File: src/rtl/keypad_loader.sv
// rtl/keypad_loader.sv - debounced 10-key keypad to BCD digit loader for the countdown timer
// Optional build macro: KEYPAD_LOADER_DIGIT_LIMIT_EN (suppress loads once three digits are entered)
module keypad_loader #(
    parameter int DEBOUNCE_CYCLES = 4,
    parameter int CNT_W           = 8
) (
    input  logic       clock,
    input  logic       clear,
    input  logic [9:0] keys,
    input  logic       lock,
    output logic [3:0] data_out,
    output logic       loadn,
    output logic [1:0] digit_count,
    output logic       busy
);

    typedef enum logic [1:0] {
        IDLE       = 2'd0,
        PRESS_DB   = 2'd1,
        LOAD       = 2'd2,
        RELEASE_DB = 2'd3
    } state_t;

    // One extra bit so the increment can be compared without wrapping.
    localparam logic [CNT_W:0] DB_LIMIT = (CNT_W + 1)'(DEBOUNCE_CYCLES);

    state_t           state, state_n;
    logic [CNT_W-1:0] cnt, cnt_n;
    logic [9:0]       cap, cap_n;
    logic [3:0]       data_n;
    logic             loadn_n;
    logic [1:0]       count_n;
    logic             busy_n;

    logic [CNT_W:0]   cnt_inc;
    logic             cnt_done;
    logic             key_valid;
    logic             load_en;

    // Binary index of the single set bit of a one-hot keypad pattern.
    function automatic logic [3:0] onehot_index(input logic [9:0] v);
        logic [3:0] idx;
        idx = 4'd0;
        for (int i = 0; i < 10; i++) begin
            if (v[i]) idx = 4'(i);
        end
        return idx;
    endfunction

    assign cnt_inc   = {1'b0, cnt} + (CNT_W + 1)'(1);
    assign cnt_done  = (cnt_inc >= DB_LIMIT);
    assign key_valid = (keys != 10'd0) && ((keys & (keys - 10'd1)) == 10'd0);

`ifdef KEYPAD_LOADER_DIGIT_LIMIT_EN
    // Keep the minutes digit safe: a fourth digit debounces but never shifts in.
    assign load_en = (digit_count != 2'd3);
`else
    assign load_en = 1'b1;
`endif

    // Next-state, counter and registered-output computation.
    always_comb begin
        state_n = state;
        cnt_n   = cnt;
        cap_n   = cap;
        data_n  = data_out;
        loadn_n = 1'b1;
        count_n = digit_count;
        case (state)
            IDLE: begin
                if (!lock && key_valid) begin
                    state_n = PRESS_DB;
                    cap_n   = keys;
                    cnt_n   = CNT_W'(1);
                end
            end
            PRESS_DB: begin
                if (lock || (keys != cap)) begin
                    state_n = IDLE;
                    cnt_n   = '0;
                end else if (cnt_done) begin
                    state_n = LOAD;
                    cnt_n   = '0;
                    if (load_en) begin
                        loadn_n = 1'b0;
                        data_n  = onehot_index(cap);
                    end
                    if (digit_count != 2'd3) count_n = digit_count + 2'd1;
                end else begin
                    cnt_n = cnt_inc[CNT_W-1:0];
                end
            end
            LOAD: begin
                state_n = RELEASE_DB;
                cnt_n   = '0;
            end
            RELEASE_DB: begin
                if (keys == 10'd0) begin
                    if (cnt_done) begin
                        state_n = IDLE;
                        cnt_n   = '0;
                    end else begin
                        cnt_n = cnt_inc[CNT_W-1:0];
                    end
                end else begin
                    cnt_n = '0;
                end
            end
            default: begin
                state_n = IDLE;
                cnt_n   = '0;
            end
        endcase
        busy_n = (state_n != IDLE);
    end

    // State and output registers; clear drops everything to idle immediately.
    always_ff @(posedge clock or negedge clear) begin
        if (!clear) begin
            state       <= IDLE;
            cnt         <= '0;
            cap         <= '0;
            data_out    <= 4'd0;
            loadn       <= 1'b1;
            digit_count <= 2'd0;
            busy        <= 1'b0;
        end else begin
            state       <= state_n;
            cnt         <= cnt_n;
            cap         <= cap_n;
            data_out    <= data_n;
            loadn       <= loadn_n;
            digit_count <= count_n;
            busy        <= busy_n;
        end
    end

endmodule

File: config.mk
export PLATFORM = sky130hd
export DESIGN_NAME = keypad_loader
export DESIGN_NICKNAME = d
export VERILOG_FILES = /design/src/rtl/keypad_loader.sv
export SDC_FILE = /design/constraint.sdc
export NUM_CORES = 1
export LEC_CHECK = 0
export ABC_CLOCK_PERIOD_IN_PS = 2300
export BUFFER_PORTS_ARGS = -buffer_cell sky130_fd_sc_hd__buf_4
export CORE_ASPECT_RATIO = 0.75
export CORE_UTILIZATION = 50
export CTS_CLUSTER_DIAMETER = 100
export CTS_CLUSTER_SIZE = 12
export DETAILED_ROUTE_END_ITERATION = 7
export GPL_TIMING_DRIVEN = 0
export PLACE_DENSITY = 0.75
export SLEW_MARGIN = 25
export SYNTH_ARGS = -nofsm -noshare
export SYNTH_HDL_FRONTEND = slang
export SYNTH_SLANG_ARGS = --single-unit
export TNS_END_PERCENT = 30
File: constraint.sdc
create_clock -name clock -period 2.3 [get_ports clock]
set_input_delay 0.23 -clock clock [delete_from_list [all_inputs] [get_ports clock]]
set_output_delay 0.23 -clock clock [all_outputs]
set_load 0.01 [all_outputs]
==> qor.yml <==
outcome: "finished clean"
setup_violations: 0
synth.area.top_cells: "dfrtp_1, mux2_4, xnor2_1"
htree_levels: 1
clk_pin_slew_ns: 0.10
fin_crit_ns: 2.053
final.setup.tns_ns: 0
netSwitchingFraction: 0.2424
final_max_slew_viol_count: 0
max_slew_margin: 0.5083
fin_crit_sh: 0.8927
cts_tree: "done"
hold_path_depth: 2
grt_usage: 0.2358
p_per_area_nw_per_um2: 617.3
power_switching_uw: 260.9
boundaryPins: 21
synth_cell_type_count: 40
hold_path.class: "in -> reg"
rows: 16
end_kind: "flip-flop"
die-area_um2: 3205
maxClockFrequency_mhz: 487.0
dp.cells: 193
r2r-end: "cap[2]$_DFFE_PN0P_"
start_util: 0.5473
via_per_inst: 6.152
p_leak_uw: 0.0008410
critPathKind: "reg -> reg"
netlist_instances: 140
hpwl_um: 2385
worst_slew_pin_slew_ns: 0.7189
syn_avg_cell_area_um2: 10.64
gp_congestion: 0.9213
syn_to_final_growth_pct: 17.04
grt_max_degree: 29
synth-seq-area-share: 0.4710
cts-root-buf: "clkbuf_8"
cp.required_ns: 2.47
reg2reg_slack_ns: 0.25
mostFrequentLayoutCell: "dfrtp_1"
diodes: 0
yosysTopAreaCell: "dfrtp_1"
synth-seq-cells: 28
skew_ns: 0.002255
yosysTopAreaCellShare: 0.4534
drt_iter0_markers: 46
whs_endpoint: "cap[6]$_DFFE_PN0P_"
final_cells: 198
antenna_found_initial: 0
max_cap_viol_count: 0
final_antenna_net_count: 0
port-buffer-count: 17
synth-edff-count: 0
synth_warnings: 0
reg2reg_from: "state[1]$_DFF_PN0_"
grt_pass1_wl_um: 5768
synth_nets: 156
power_frac_seq: 0.502
p_int_uw: 815.7
finalNetCount: 179
clkPwrFrac: 0.365
clk_latency_ns: 0.28
syn-cell-area_um2: 1490
wl_per_cell_um: 16.53
drive_gt1_frac: 0.2037
numClockSinks: 28
die_y_um: 49.28
grt-ovfl-total: 0
hold_path_startpoint: "keys[6]"
r2r_cells: 5
grt_pass1_vias: 1212
coreArea_um2: 2723
layout_common_cells: "dfrtp_1, buf_4, xnor2_1"
path_max_fanout: 10
hold_viol: 0
cts_resized: 0
arrival_ns: 2.23
startpoint_type: "flip-flop"
cts_setup_buffers: 0
cts.path.max_buffers: 2
drc: 0
vias: 1218
die_w_um: 65.04
drt-total-wl_um: 3273
numCtsBuffers: 3
p_comb_frac: 0.133
first_pass_iters: 4
async_flop_share: 1.000
rsz0062_at_grt: "no"
synth_flop_cell: "dfrtp_1"
ir_drop_v: 0.0003186
==> how the worst max path moves through the flow <==
stage,from,end
global route,state[1]$_DFF_PN0_,digit_count[1]$_DFFE_PN0P_
finish,state[1]$_DFF_PN0_,cap[2]$_DFFE_PN0P_
global placement,keys[1],cap[3]$_DFFE_PN0P_
floorplan,keys[1],cap[0]$_DFFE_PN0P_
detailed placement,keys[1],cap[2]$_DFFE_PN0P_
CTS,state[1]$_DFF_PN0_,cap[2]$_DFFE_PN0P_
==> sequential cells by signal, summed over array words and instances, names as in the netlist <==
| register | cells |
|---|---|
| busy | 1 |
| cap | 10 |
| cnt | 8 |
| data_out | 4 |
| digit_count | 2 |
| loadn | 1 |
| state | 2 |
==> timing repair <==
action | 4_1_cts | 5_1_grt
hold buffers | 1 | 0
endpoints found under the hold margin | 27 | 0
endpoints found under the setup margin | 0 | 0
==> layout make-up <==
cell class / count / area (um^2)
Sequential cell: 28 / 701.9
Fill cell: 229 / 978.4
Clock inverter: 1 / 30.03
Clock buffer: 3 / 41.29
Tap cell: 36 / 45.04
Timing Repair Buffer: 18 / 137.6
Multi-Input combinational cell: 104 / 750.7
Buffer: 4 / 22.52
Inverter: 4 / 15.01
==> metrics by stage <==
stage	setup WS, ns	cell area, um^2	util	total power [uW]	hold slack, ns
6_report	0.2467	1744	0.6406	1077	0.2192
3_5_place_dp	0.1375	1663	0.6108	689.2	0.1651
3_3_place_gp	0.1674	1663	0.6108	683.2	0.1610
5_1_grt	0.2200	1744	0.6406	1123	0.2114
2_1_floorplan	0.3834	1490	-	631.9	-0.06559
4_1_cts	0.2956	1744	0.6406	1078	0.2200
==> kinds of logic (layout without fill, tap and decap cells) <==
family | Yosys count | in the layout | share of synthesized area
flip-flops | 28 | 28 | 0.4710
buffers and inverters | 8 | 30 | 0.02518
AO/OA/AOI/OAI | 28 | 28 | 0.1268
AND/OR/NAND/NOR | 51 | 51 | 0.1914
multiplexers | 9 | 9 | 0.08312
XOR/XNOR | 12 | 12 | 0.07053
adder cells (fa/ha/maj) | 4 | 4 | 0.03191
==> Yosys cell counts (2+ instances only) <==
library cell and count:
a21o_1 2, a21oi_1 4, a22o_1 2, a31oi_1 2, and3_1 9, and4_1 2
clkbuf_1 3, dfrtp_1 27, ha_1 3, inv_1 4, mux2_2 3, mux2_4 6
nand2_1 6, nand2b_1 2, nand3_1 6, nand4_1 3, nor2_1 9, nor3_1 4
nor3b_1 2, nor4_1 4, o21ai_0 6, o31ai_1 2, or4_1 2, xnor2_1 10
xor2_1 2
==> routing by layer <==
metal | vias up | track usage | part of all wire
met1 | 608 | 0.3388 | 0.47
met3 | 7 | 0.05140 | 0.049
li1 | 561 | - | -
met5 | - | 0 | 0
met2 | 42 | 0.3611 | 0.47
met4 | 0 | 0.05797 | 0.0095
==> power by group through the flow <==
stage | clock network, uW | registers, uW | logic [uW]
5_1_grt | 421 | 545 | 157
3_5_place_dp | 0 | 549 | 140
6_report | 393 | 540 | 143
4_1_cts | 396 | 540 | 143
3_3_place_gp | 0 | 547 | 136
2_1_floorplan | 0 | 542 | 89.9
==> critical path, stage by stage, from the launching register on <==
cell      delay (ns)
dfrtp_1         0.44
nor2_1          0.51
o211ai_1        0.24
a21o_1          0.27
buf_6           0.17
mux2_4          0.30
Note: power is estimated with default switching activity, not from simulation.
